**src/rtl/ddr2_chk_pkg.sv**
```systemverilog
// ddr2_chk_pkg: FSM encoding, pattern modes and default pattern shared by the DDR2 read checker.
package ddr2_chk_pkg;
    typedef enum logic [2:0] {IDLE, WAIT_GRANT, PRE_XFR, DATA_XFR, NEXT} chk_state_t;
    localparam logic [1:0] MODE_CONST = 2'd0;
    localparam logic [1:0] MODE_INCR = 2'd1;
    localparam logic [1:0] MODE_CHECKER = 2'd2;
    localparam logic [31:0] DEFAULT_PATTERN = 32'hFDCB8610;
endpackage

```
**src/rtl/ddr2_chk_pattern_gen.sv**
```systemverilog
// ddr2_chk_pattern_gen: expected-word generator, registered so the word for the
// current beat is ready in the cycle the beat arrives.
module ddr2_chk_pattern_gen
    import ddr2_chk_pkg::*;
#(
    parameter int DATA_W = 32,
    parameter logic [DATA_W-1:0] PATTERN = DATA_W'(DEFAULT_PATTERN)
) (
    input  logic              clk,
    input  logic              rst_n,
    input  logic [1:0]        mode,
    input  logic [9:0]        beat,
    output logic [DATA_W-1:0] expected
);
    logic [DATA_W-1:0] word;

    always_comb
        word = mode == MODE_INCR ? PATTERN + DATA_W'(beat) :
               (mode == MODE_CHECKER && beat[0]) ? ~PATTERN : PATTERN;

    always_ff @(posedge clk or negedge rst_n)
        if (!rst_n)
            expected <= PATTERN;
        else
            expected <= word;
endmodule

```
**config.mk**
```make
export PLATFORM = sky130hd
export DESIGN_NAME = ddr2_chk_pattern_gen
export DESIGN_NICKNAME = d
export VERILOG_FILES = /design/src/rtl/ddr2_chk_pkg.sv /design/src/rtl/ddr2_chk_pattern_gen.sv
export SDC_FILE = /design/constraint.sdc
export NUM_CORES = 1
export LEC_CHECK = 0
export CELL_PAD_IN_SITES_DETAIL_PLACEMENT = 0
export CELL_PAD_IN_SITES_GLOBAL_PLACEMENT = 1
export CORE_UTILIZATION = 25
export CTS_CLUSTER_SIZE = 14
export DETAILED_ROUTE_END_ITERATION = 8
export GPL_ROUTABILITY_DRIVEN = 0
export PLACE_DENSITY_LB_ADDON = 0.1
export SLEW_MARGIN = 20
export SYNTH_ARGS = -nofsm -noshare
export SYNTH_HDL_FRONTEND = slang
export SYNTH_SLANG_ARGS = --single-unit
export TNS_END_PERCENT = 50
```
**constraint.sdc**
```tcl
create_clock -name clk -period 1.3 [get_ports clk]
set_clock_uncertainty 0.1 [all_clocks]
set_input_delay 0.26 -clock clk [delete_from_list [all_inputs] [get_ports clk]]
set_output_delay 0.26 -clock clk [all_outputs]
set_load 0.03 [all_outputs]
```
==> results.md, run 1 <==
* CTS root buf: clkbuf_4
* Area occupied by multi-input gates at 237.7 um^2
* Register with the most flip-flops: expected
* Crit Path Class: flop to primary output
* Max Fanout on Critical Path at 6
* WP data arrival at 1100 ps
* TritonCTS Buffers at 3
* Int Pwr at 0.8106 mW
* CP required at 940 ps
* YS warnings at 0
* Fin crit period at 1455 ps
* Post-DP HPWL at 1246 um
* CTS H-tree depth at 1
* Net Switching at 0.3438 mW
* Dpl cells at 141
* Max reg flops at 14
* Largest area contributor in the netlist: dfrtp_1
* FF+latch count, synth at 14
* Failing checks: setup timing
* Seq pwr share at 41.8%
* Fmax at 687.1 MHz
* Initial antenna violation count at 0
* Die Span X at 56.16 um
* Row Count at 19
* Worst path cell trace: buf_6, buf_6
* Status: finished with violations
* Routed wire length at 1606 um
* DR vias at 631
* Sequential-to-total area share from yosys stat at 48.46%
* Sink Count at 14
* LEAKAGE at 0.6899 nW
* Crit path largest cell delay at 560 ps
* Pwr/cell area at 911.7 mW/mm^2
* Slew margin rel. at 82.00%
* CTS max path bufs at 2
* CTS tree: built
* Port buffer count at 45
* Final Hold Fails at 0
* Mapped cell area at 733.2 um^2
* First-pass GRT wire length at 2587 um
* Most frequent cells in the layout: buf_4 (32), buf_6 (18), nand2_1 (9), dfrtp_1 (9), dlymetal6s2s_1 (7)
* Reg area at 356.6 um^2
* Core area at 0.002758 mm^2
* Commonest non-fill, non-tap cell in the layout: buf_4
* Critical path's slowest cell: dfstp_2
* Final std cells w/o fill at 148
* Clock power share at 26.7%
* Slew at the pin closest to its max-slew limit at 269.2 ps
* Max IR drop VDD at 475.8 uV
* Power Total at 1.154 mW
* FILL cells at 276
* Cells after Synth at 69
* # hold bufs at CTS at 0
* Startpoint types: flop
* DRT iter0 DRCs at 4
* Finished Cell Area at 0.001266 mm^2
* Drt wl/cell at 10.85 um
* Min-Delay Path Class: primary input to asynchronous set/reset pin
* Sw frac at 29.78%
* Max capacitance violation total at 0
* GRT overflow at 0
* Fin worst setup slack at -155.3 ps
* Global Route Usage Sum at 10.57%
* Post-synth top area share at 34.13%
* Clk slew on worst S/H paths at 90 ps
* Largest regs: expected (14)
* Initial core utilization at 26.59%
* ANT cells at 0
* Die area at 0.003153 mm^2
* Area after DPL at 0.001109 mm^2
* Final antenna-violating net count at 0
* Io pins at 46
* Syn-to-layout area delta at 72.70%
* Top delay family on crit path: flip-flops
* Pre-antenna DRT Iters at 3
* Vias in the first global route at 609
* Final setup violation count at 13
* Syn_nets at 84
* RSZ-0062 raised after global routing: yes
* Combinational Power Share at 31.4%
* Main area contributors after synthesis: dfrtp_1 (34%), buf_4 (18%), dfstp_2 (14%)
* Die Y-Extent at 56.16 um
* Syn Area/Cell at 10.63 um^2
* Crit-path most repeated cell: buf_6
* Count of cell types in the netlist at 23
* Final Cycle Share at 111.9%
* Largest net degree at the start of global routing at 15
* Vias per inst at 4.264
* CP Buf/Inv Count at 2
* Share of layout cells above drive strength 1 at 53.85%
* Max Slew Vio Count at 0
* Final #Nets at 133
* Number of remaining DRC errors at 0
* Worst Setup End Kind: primary output
==> power by group through the flow <==
stage               clock network [mW]  logic [mW]  registers (mW)
floorplan                            0       0.125           0.555
global placement                     0       0.338           0.491
detailed placement                   0       0.338           0.493
CTS                              0.316       0.363           0.484
global route                     0.336       0.388           0.487
finish                           0.308       0.363           0.483
==> cell type report <==
| cell class | count | area share (%) |
|---|---|---|
| clock buffers | 4 | 2.866 |
| inverters | 2 | 0.5929 |
| multi-input cells | 34 | 18.77 |
| flip-flops and latches | 14 | 28.16 |
| well taps | 31 | 3.063 |
| repair buffers | 63 | 46.54 |
==> final timing paths <==
path	from	endpoint	slack, ps	cells after the start
max	expected[30]$_DFF_PN1_	expected[26]	-160	2
min	rst_n	expected[11]$_DFF_PN0_	180	2
max in group asynchronous	rst_n	expected[30]$_DFF_PN1_	680	2
min in group clk	beat[9]	expected[9]$_DFF_PN1_	180	3
==> Yosys cell counts <==
| master | instances |
|---|---|
| buf_4 | 18 |
| dfrtp_1 | 10 |
| nand2_1 | 9 |
| dfstp_2 | 4 |
| o21ai_0 | 4 |
| a21oi_1 | 3 |
| inv_1 | 2 |
| nand3_1 | 2 |
| nand4_1 | 2 |
| xor2_1 | 2 |
| a211oi_1 | 1 |
| a21boi_0 | 1 |
| a311o_1 | 1 |
| and4bb_1 | 1 |
| buf_6 | 1 |
| ha_1 | 1 |
| nand2b_1 | 1 |
| nand3b_4 | 1 |
| nor2b_1 | 1 |
| nor4b_1 | 1 |
| o21a_1 | 1 |
| or2b_1 | 1 |
| xnor2_1 | 1 |
==> layer usage <==
metal | part of all wire (%) | up-vias | GRT usage, %
met5 | 0 | - | 0
met4 | 1.7 | 0 | 5.226
met3 | 6.3 | 2 | 1.628
met2 | 53 | 32 | 19.05
met1 | 39 | 288 | 12.01
li1 | - | 309 | -
==> cell families (layout without fill, tap and decap cells) <==
family	after synthesis	in the layout	synth area share (%)
buffers and inverters	21	69	20.99
and+or+nand+nor	19	19	16.04
DFF	14	14	48.46
AOI/OAI and AO/OA	11	11	9.216
xor gates and xnor gates	3	3	3.584
adders and majority gates	1	1	1.706
==> per-stage QoR <==
stage | setup TNS, ps | util, % | setup WS (ps) | hold WS, ps
3_3_place_gp | -3360 | 40.20 | -348.1 | 487.5
3_5_place_dp | -3643 | 40.20 | -364.1 | 484.8
6_report | -1888 | 45.92 | -155.3 | 178.4
2_1_floorplan | 0 | - | 27.49 | -135.6
5_1_grt | -2424 | 45.92 | -189.4 | 194.0
4_1_cts | -2051 | 44.42 | -158.5 | 184.2
==> timing repair <==
action	4_1_cts	5_1_grt
setup buffers	3	0
endpoints found under the hold margin	0	0
resized for setup	19	13
endpoints found under the setup margin	22	28
pin swaps	0	2
No activity file was read; power rests on OpenSTA's default activity.
==> inputs of run 2 (changes only) <==
- CORE_MARGIN: not set -> 10
- CORE_UTILIZATION: 25 -> 27
- CTS_BUF_LIST: not set -> sky130_fd_sc_hd__clkbuf_4 sky130_fd_sc_hd__clkbuf_8
==> results.md, run 2 (same netlist as run 1, synthesis figures left out) <==
* CP required at 940 ps (about the same)
* Worst path cell trace: buf_6, buf_6
* CTS tree: built
* Die Span X at 72.11 um (+28%)
* Final Cycle Share at 111.7% (-0.26 points)
* Register with the most flip-flops: expected
* Die area at 0.005200 mm^2 (+65%)
* Critical path's slowest cell: dfstp_2
* Net Switching at 0.3408 mW (-0.87%)
* Area after DPL at 0.001107 mm^2 (-0.11%)
* Vias per inst at 4.356 (+2.2%)
* CTS max path bufs at 2 (unchanged)
* Routed wire length at 1938 um (+21%)
* Global Route Usage Sum at 7.647% (-2.9 points)
* ANT cells at 0 (unchanged)
* Final Hold Fails at 0 (unchanged)
* Final antenna-violating net count at 0 (unchanged)
* WP data arrival at 1090 ps (about the same)
* Power Total at 1.150 mW (-0.37%)
* Max capacitance violation total at 0 (unchanged)
* Vias in the first global route at 742 (+22%)
* Initial core utilization at 28.81% (+2.2 points)
* Number of remaining DRC errors at 0 (unchanged)
* Largest net degree at the start of global routing at 15 (unchanged)
* Die Y-Extent at 72.11 um (+28%)
* Syn-to-layout area delta at 69.97%
* Status: finished with violations
* RSZ-0062 raised after global routing: yes
* Max Slew Vio Count at 0 (unchanged)
* Fmax at 688.7 MHz (+0.23%)
* Finished Cell Area at 0.001246 mm^2 (-1.6%)
* Row Count at 18 (-1)
* Clk slew on worst S/H paths at 80 ps (about the same)
* Worst Setup End Kind: primary output
* Pre-antenna DRT Iters at 4 (+1)
* Final #Nets at 132 (-0.75%)
* CP Buf/Inv Count at 2 (unchanged)
* Seq pwr share at 42.0% (+0.2 points)
* Crit Path Class: flop to primary output
* GRT overflow at 0 (unchanged)
* Most frequent cells in the layout: buf_4 (31), buf_6 (18), nand2_1 (9), dfrtp_1 (9), clkdlybuf4s50_1 (8)
* Share of layout cells above drive strength 1 at 53.45% (-0.40 points)
* Combinational Power Share at 31.8% (+0.4 points)
* Port buffer count at 45 (unchanged)
* Crit path largest cell delay at 550 ps (about the same)
* Final setup violation count at 13 (unchanged)
* FILL cells at 236 (-14%)
* Initial antenna violation count at 0 (unchanged)
* DRT iter0 DRCs at 14 (+10)
* Min-Delay Path Class: primary input to asynchronous set/reset pin
* Drt wl/cell at 13.27 um (+22%)
* Clock power share at 26.2% (-0.5 points)
* Slew at the pin closest to its max-slew limit at 240.0 ps (-29.23 ps)
* Top delay family on crit path: flip-flops
* Io pins at 46 (unchanged)
* Max Fanout on Critical Path at 7 (+1)
* Startpoint types: flop
* Commonest non-fill, non-tap cell in the layout: buf_4
* Max IR drop VDD at 435.6 uV (-8.4%)
* Sink Count at 14 (unchanged)
* Max reg flops at 14 (unchanged)
* Fin worst setup slack at -152.0 ps (+3.340 ps)
* Sw frac at 29.63% (-0.15 points)
* Failing checks: setup timing
* Crit-path most repeated cell: buf_6
* Core area at 0.002545 mm^2 (-7.7%)
* TritonCTS Buffers at 3 (unchanged)
* Fin crit period at 1452 ps (-3.340 ps)
* CTS H-tree depth at 1 (unchanged)
* CTS root buf: clkbuf_4
* LEAKAGE at 0.6506 nW (-5.7%)
* Largest regs: expected (14)
* First-pass GRT wire length at 3312 um (+28%)
* Slew margin rel. at 83.97% (+2.0 points)
* Pwr/cell area at 922.9 mW/mm^2 (+1.2%)
* DR vias at 636 (+0.79%)
* Int Pwr at 0.8094 mW (-0.15%)
* Post-DP HPWL at 1639 um (+32%)
-- run 2: cell count changes in the layout (fill, tap and decap cells not counted) --
cell             delta
buf_4               -1
o21ai_0             -1
dlymetal6s2s_1      -4
o21ai_1             +1
dlygate4sd2_1       +1
clkdlybuf4s50_1     +3
-- run 2: worst max path at each step --
| stage | slack, ps | endpoint | depth (start not counted) | from |
|---|---|---|---|---|
| 2_1_floorplan | 30 | expected[16] | 1 | expected[30]$_DFF_PN1_ |
| 3_3_place_gp | -370 | expected[9]$_DFF_PN1_ | 5 | mode[0] |
| 3_5_place_dp | -390 | expected[11]$_DFF_PN0_ | 5 | mode[0] |
| 4_1_cts | -160 | expected[30] | 2 | expected[30]$_DFF_PN1_ |
| 6_report | -150 | expected[28] | 2 | expected[30]$_DFF_PN1_ |
| 5_1_grt | -200 | expected[30] | 2 | expected[30]$_DFF_PN1_ |
-- run 2: routing by layer --
metal  track usage, %  part of all wire [%]  routed length [um]
met5                0                     0                   0
met1            7.019                    35                 684
met3            3.537                    13                 261
met4            3.871                   1.8                  34
met2            13.80                    49                 958
-- run 2: area by class of cell --
| class | instances | area [um^2] | area share (%) |
|---|---|---|---|
| Inverter | 2 | 7.507 | 0.6024 |
| Sequential cell | 14 | 356.6 | 28.61 |
| Clock buffer | 4 | 36.28 | 2.912 |
| Multi-Input combinational cell | 34 | 237.7 | 19.08 |
| Timing Repair Buffer | 62 | 570.5 | 45.78 |
| Tap cell | 30 | 37.54 | 3.012 |
-- run 2: through the flow --
step	worst slack (ps)	hold slack (ps)	utilization (%)	cells	TNS, ps
after floorplan	27.49	-135.6	-	69	0
after global placement	-366.3	487.2	43.51	140	-2879
after detailed placement	-386.4	491.7	43.51	140	-3258
after CTS	-161.7	193.0	48.62	146	-2008
after global routing	-198.1	201.7	48.97	146	-2536
final	-152.0	193.8	48.97	146	-1891
-- run 2: power by group through the flow --
stage / clock (mW) / sequential [mW] / combinational [mW]
final: 0.302 / 0.483 / 0.366
after CTS: 0.316 / 0.484 / 0.372
after global routing: 0.339 / 0.487 / 0.393
after floorplan: 0 / 0.555 / 0.125
after global placement: 0 / 0.491 / 0.344
after detailed placement: 0 / 0.493 / 0.344
-- run 2: timing repair --
action                                  CTS  global route
buffers inserted                          2             0
hold buffers                              0             0
endpoints found under the setup margin   19            25
pin swaps                                 1             0
gates resized for setup                  25             5
hold endpoints to repair                  0             0
==> inputs of run 3 (changes only) <==
- GPL_TIMING_DRIVEN: not set -> 0
- PLACE_DENSITY: not set -> 0.82
- PLACE_DENSITY_LB_ADDON: 0.1 -> not set
==> results.md, run 3 (same netlist as run 1, synthesis figures left out) <==
* Row Count at 18 (unchanged)
* Slew at the pin closest to its max-slew limit at 553.6 ps (+313.6 ps)
* Die Span X at 72.11 um (unchanged)
* Routed wire length at 1879 um (-3.0%)
* Drt wl/cell at 12.36 um (-6.9%)
* Final Cycle Share at 120.4% (+8.7 points)
* Sw frac at 28.99% (-0.64 points)
* Slew margin rel. at 62.97% (-21 points)
* Fmax at 639.1 MHz (-7.2%)
* Startpoint types: flop
* CTS H-tree depth at 1 (unchanged)
* Crit Path Class: flop to primary output
* Min-Delay Path Class: primary input to asynchronous set/reset pin
* Syn-to-layout area delta at 89.76%
* CTS max path bufs at 2 (unchanged)
* Seq pwr share at 41.5% (-0.5 points)
* DR vias at 631 (-0.79%)
* Max Slew Vio Count at 0 (unchanged)
* Clock power share at 25.3% (-0.9 points)
* Vias in the first global route at 683 (-8.0%)
* Largest regs: expected (14)
* Die Y-Extent at 72.11 um (unchanged)
* Int Pwr at 0.8264 mW (+2.1%)
* Commonest non-fill, non-tap cell in the layout: buf_6
* Crit path largest cell delay at 590 ps (+40 ps)
* Max reg flops at 14 (unchanged)
* Fin worst setup slack at -264.6 ps (-112.6 ps)
* RSZ-0062 raised after global routing: yes
* Number of remaining DRC errors at 0 (unchanged)
* Net Switching at 0.3374 mW (-0.99%)
* Final Hold Fails at 0 (unchanged)
* Core area at 0.002545 mm^2 (unchanged)
* Fin crit period at 1565 ps (+112.6 ps)
* DRT iter0 DRCs at 2 (-12)
* GRT overflow at 0 (unchanged)
* Vias per inst at 4.151 (-4.7%)
* Die area at 0.005200 mm^2 (unchanged)
* ANT cells at 0 (unchanged)
* Port buffer count at 45 (unchanged)
* Io pins at 46 (unchanged)
* Sink Count at 14 (unchanged)
* First-pass GRT wire length at 3229 um (-2.5%)
* Worst path cell trace: buf_6, buf_4, buf_6
* Global Route Usage Sum at 7.566% (-0.081 points)
* Status: finished with violations
* Critical path's slowest cell: dfstp_2
* Clk slew on worst S/H paths at 80 ps (about the same)
* Pre-CTS setup slack at -505.5 ps (-119.1 ps)
* Initial antenna violation count at 0 (unchanged)
* Pwr/cell area at 836.5 mW/mm^2 (-9.4%)
* Post-DP HPWL at 1579 um (-3.7%)
* Pre-antenna DRT Iters at 4 (unchanged)
* Initial core utilization at 28.81% (unchanged)
* Combinational Power Share at 33.2% (+1.4 points)
* Failing checks: setup timing
* Max IR drop VDD at 476.5 uV (+9.4%)
* CP required at 940 ps (about the same)
* Max Fanout on Critical Path at 6 (-1)
* Hold slack at 244.8 ps (+50.99 ps)
* WP data arrival at 1200 ps (+110 ps)
* TritonCTS Buffers at 3 (unchanged)
* Most frequent cells in the layout: buf_6 (33), buf_4 (11), nand2_1 (9), dfrtp_1 (9), clkdlybuf4s15_2 (9)
* Crit-path most repeated cell: buf_6
* Final setup violation count at 19 (+6)
* Final antenna-violating net count at 0 (unchanged)
* CTS root buf: clkbuf_4
* Largest net degree at the start of global routing at 15 (unchanged)
* LEAKAGE at 0.6763 nW (+4.0%)
* CTS tree: built
* Worst Setup End Kind: primary output
* Register with the most flip-flops: expected
* Max capacitance violation total at 0 (unchanged)
* Share of layout cells above drive strength 1 at 55.74% (+2.3 points)
* Final #Nets at 138 (+4.5%)
run 3: cell types whose count changed in the layout (fill, tap and decap cells not counted), moves of 2 or more:
cell	before	now
buf_4	31	11
dlygate4sd2_1	2	6
clkdlybuf4s15_2	0	9
dlymetal6s2s_1	3	1
buf_6	18	33
clkdlybuf4s50_1	8	6
run 3: worst max-delay path: cells and delay by family (launching register included):
family                 cells  cell delay (ps)
DFF                        1              590
buffers and inverters      3              350
run 3: cell type report:
| cell class | count | area (um^2) |
|---|---|---|
| Buffer | 19 | 176.4 |
| Clock buffer | 4 | 36.28 |
| Fill cell | 221 | 1154 |
| Inverter | 2 | 7.507 |
| Multi-Input combinational cell | 34 | 237.7 |
| Sequential cell | 14 | 356.6 |
| Tap cell | 30 | 37.54 |
| Timing Repair Buffer | 49 | 539.3 |
run 3: per-stage QoR:
stage                     cells  setup TNS, ps  power [mW]  utilization, %  cell area [um^2]
after floorplan              69              0      0.6796               -             733.2
after global routing        152          -4763       1.222           54.67              1391
after detailed placement    144         -11410      0.8554           47.98              1221
after CTS                   151          -3700       1.178           53.88              1371
after global placement      144         -11030      0.8518           47.98              1221
final                       152          -3653       1.164           54.67              1391
run 3: timing repair:
| item | CTS | global route |
|---|---|---|
| hold buffers | 0 | 0 |
| endpoints found under the setup margin | 34 | 32 |
| buffers inserted | 3 | 1 |
| gates resized for setup | 198 | 8 |
run 3: layer usage:
metal  GRT usage [%]  vias up  wire (um)
met2           11.37       36        869
met1           8.919      274        792
met3           2.721        2        183
li1                -      319          -
met5               0        -          0
met4           4.731        0         34
run 3: power groups by stage:
stage | registers, mW | clock network (mW) | logic (mW)
final | 0.483 | 0.295 | 0.386
after global routing | 0.488 | 0.321 | 0.413
after CTS | 0.483 | 0.307 | 0.388
after detailed placement | 0.491 | 0 | 0.365
after global placement | 0.490 | 0 | 0.361
after floorplan | 0.555 | 0 | 0.125
run 3: path summary, 6_finish.rpt:
path,startpoint,to,slack (ps),cells past startpoint
worst max-delay path,expected[30]$_DFF_PN1_,expected[26],-260,3
worst min-delay path,rst_n,expected[11]$_DFF_PN0_,240,1
max in group asynchronous,rst_n,expected[25]$_DFF_PN0_,460,1
min in group clk,beat[5],expected[11]$_DFF_PN0_,260,3
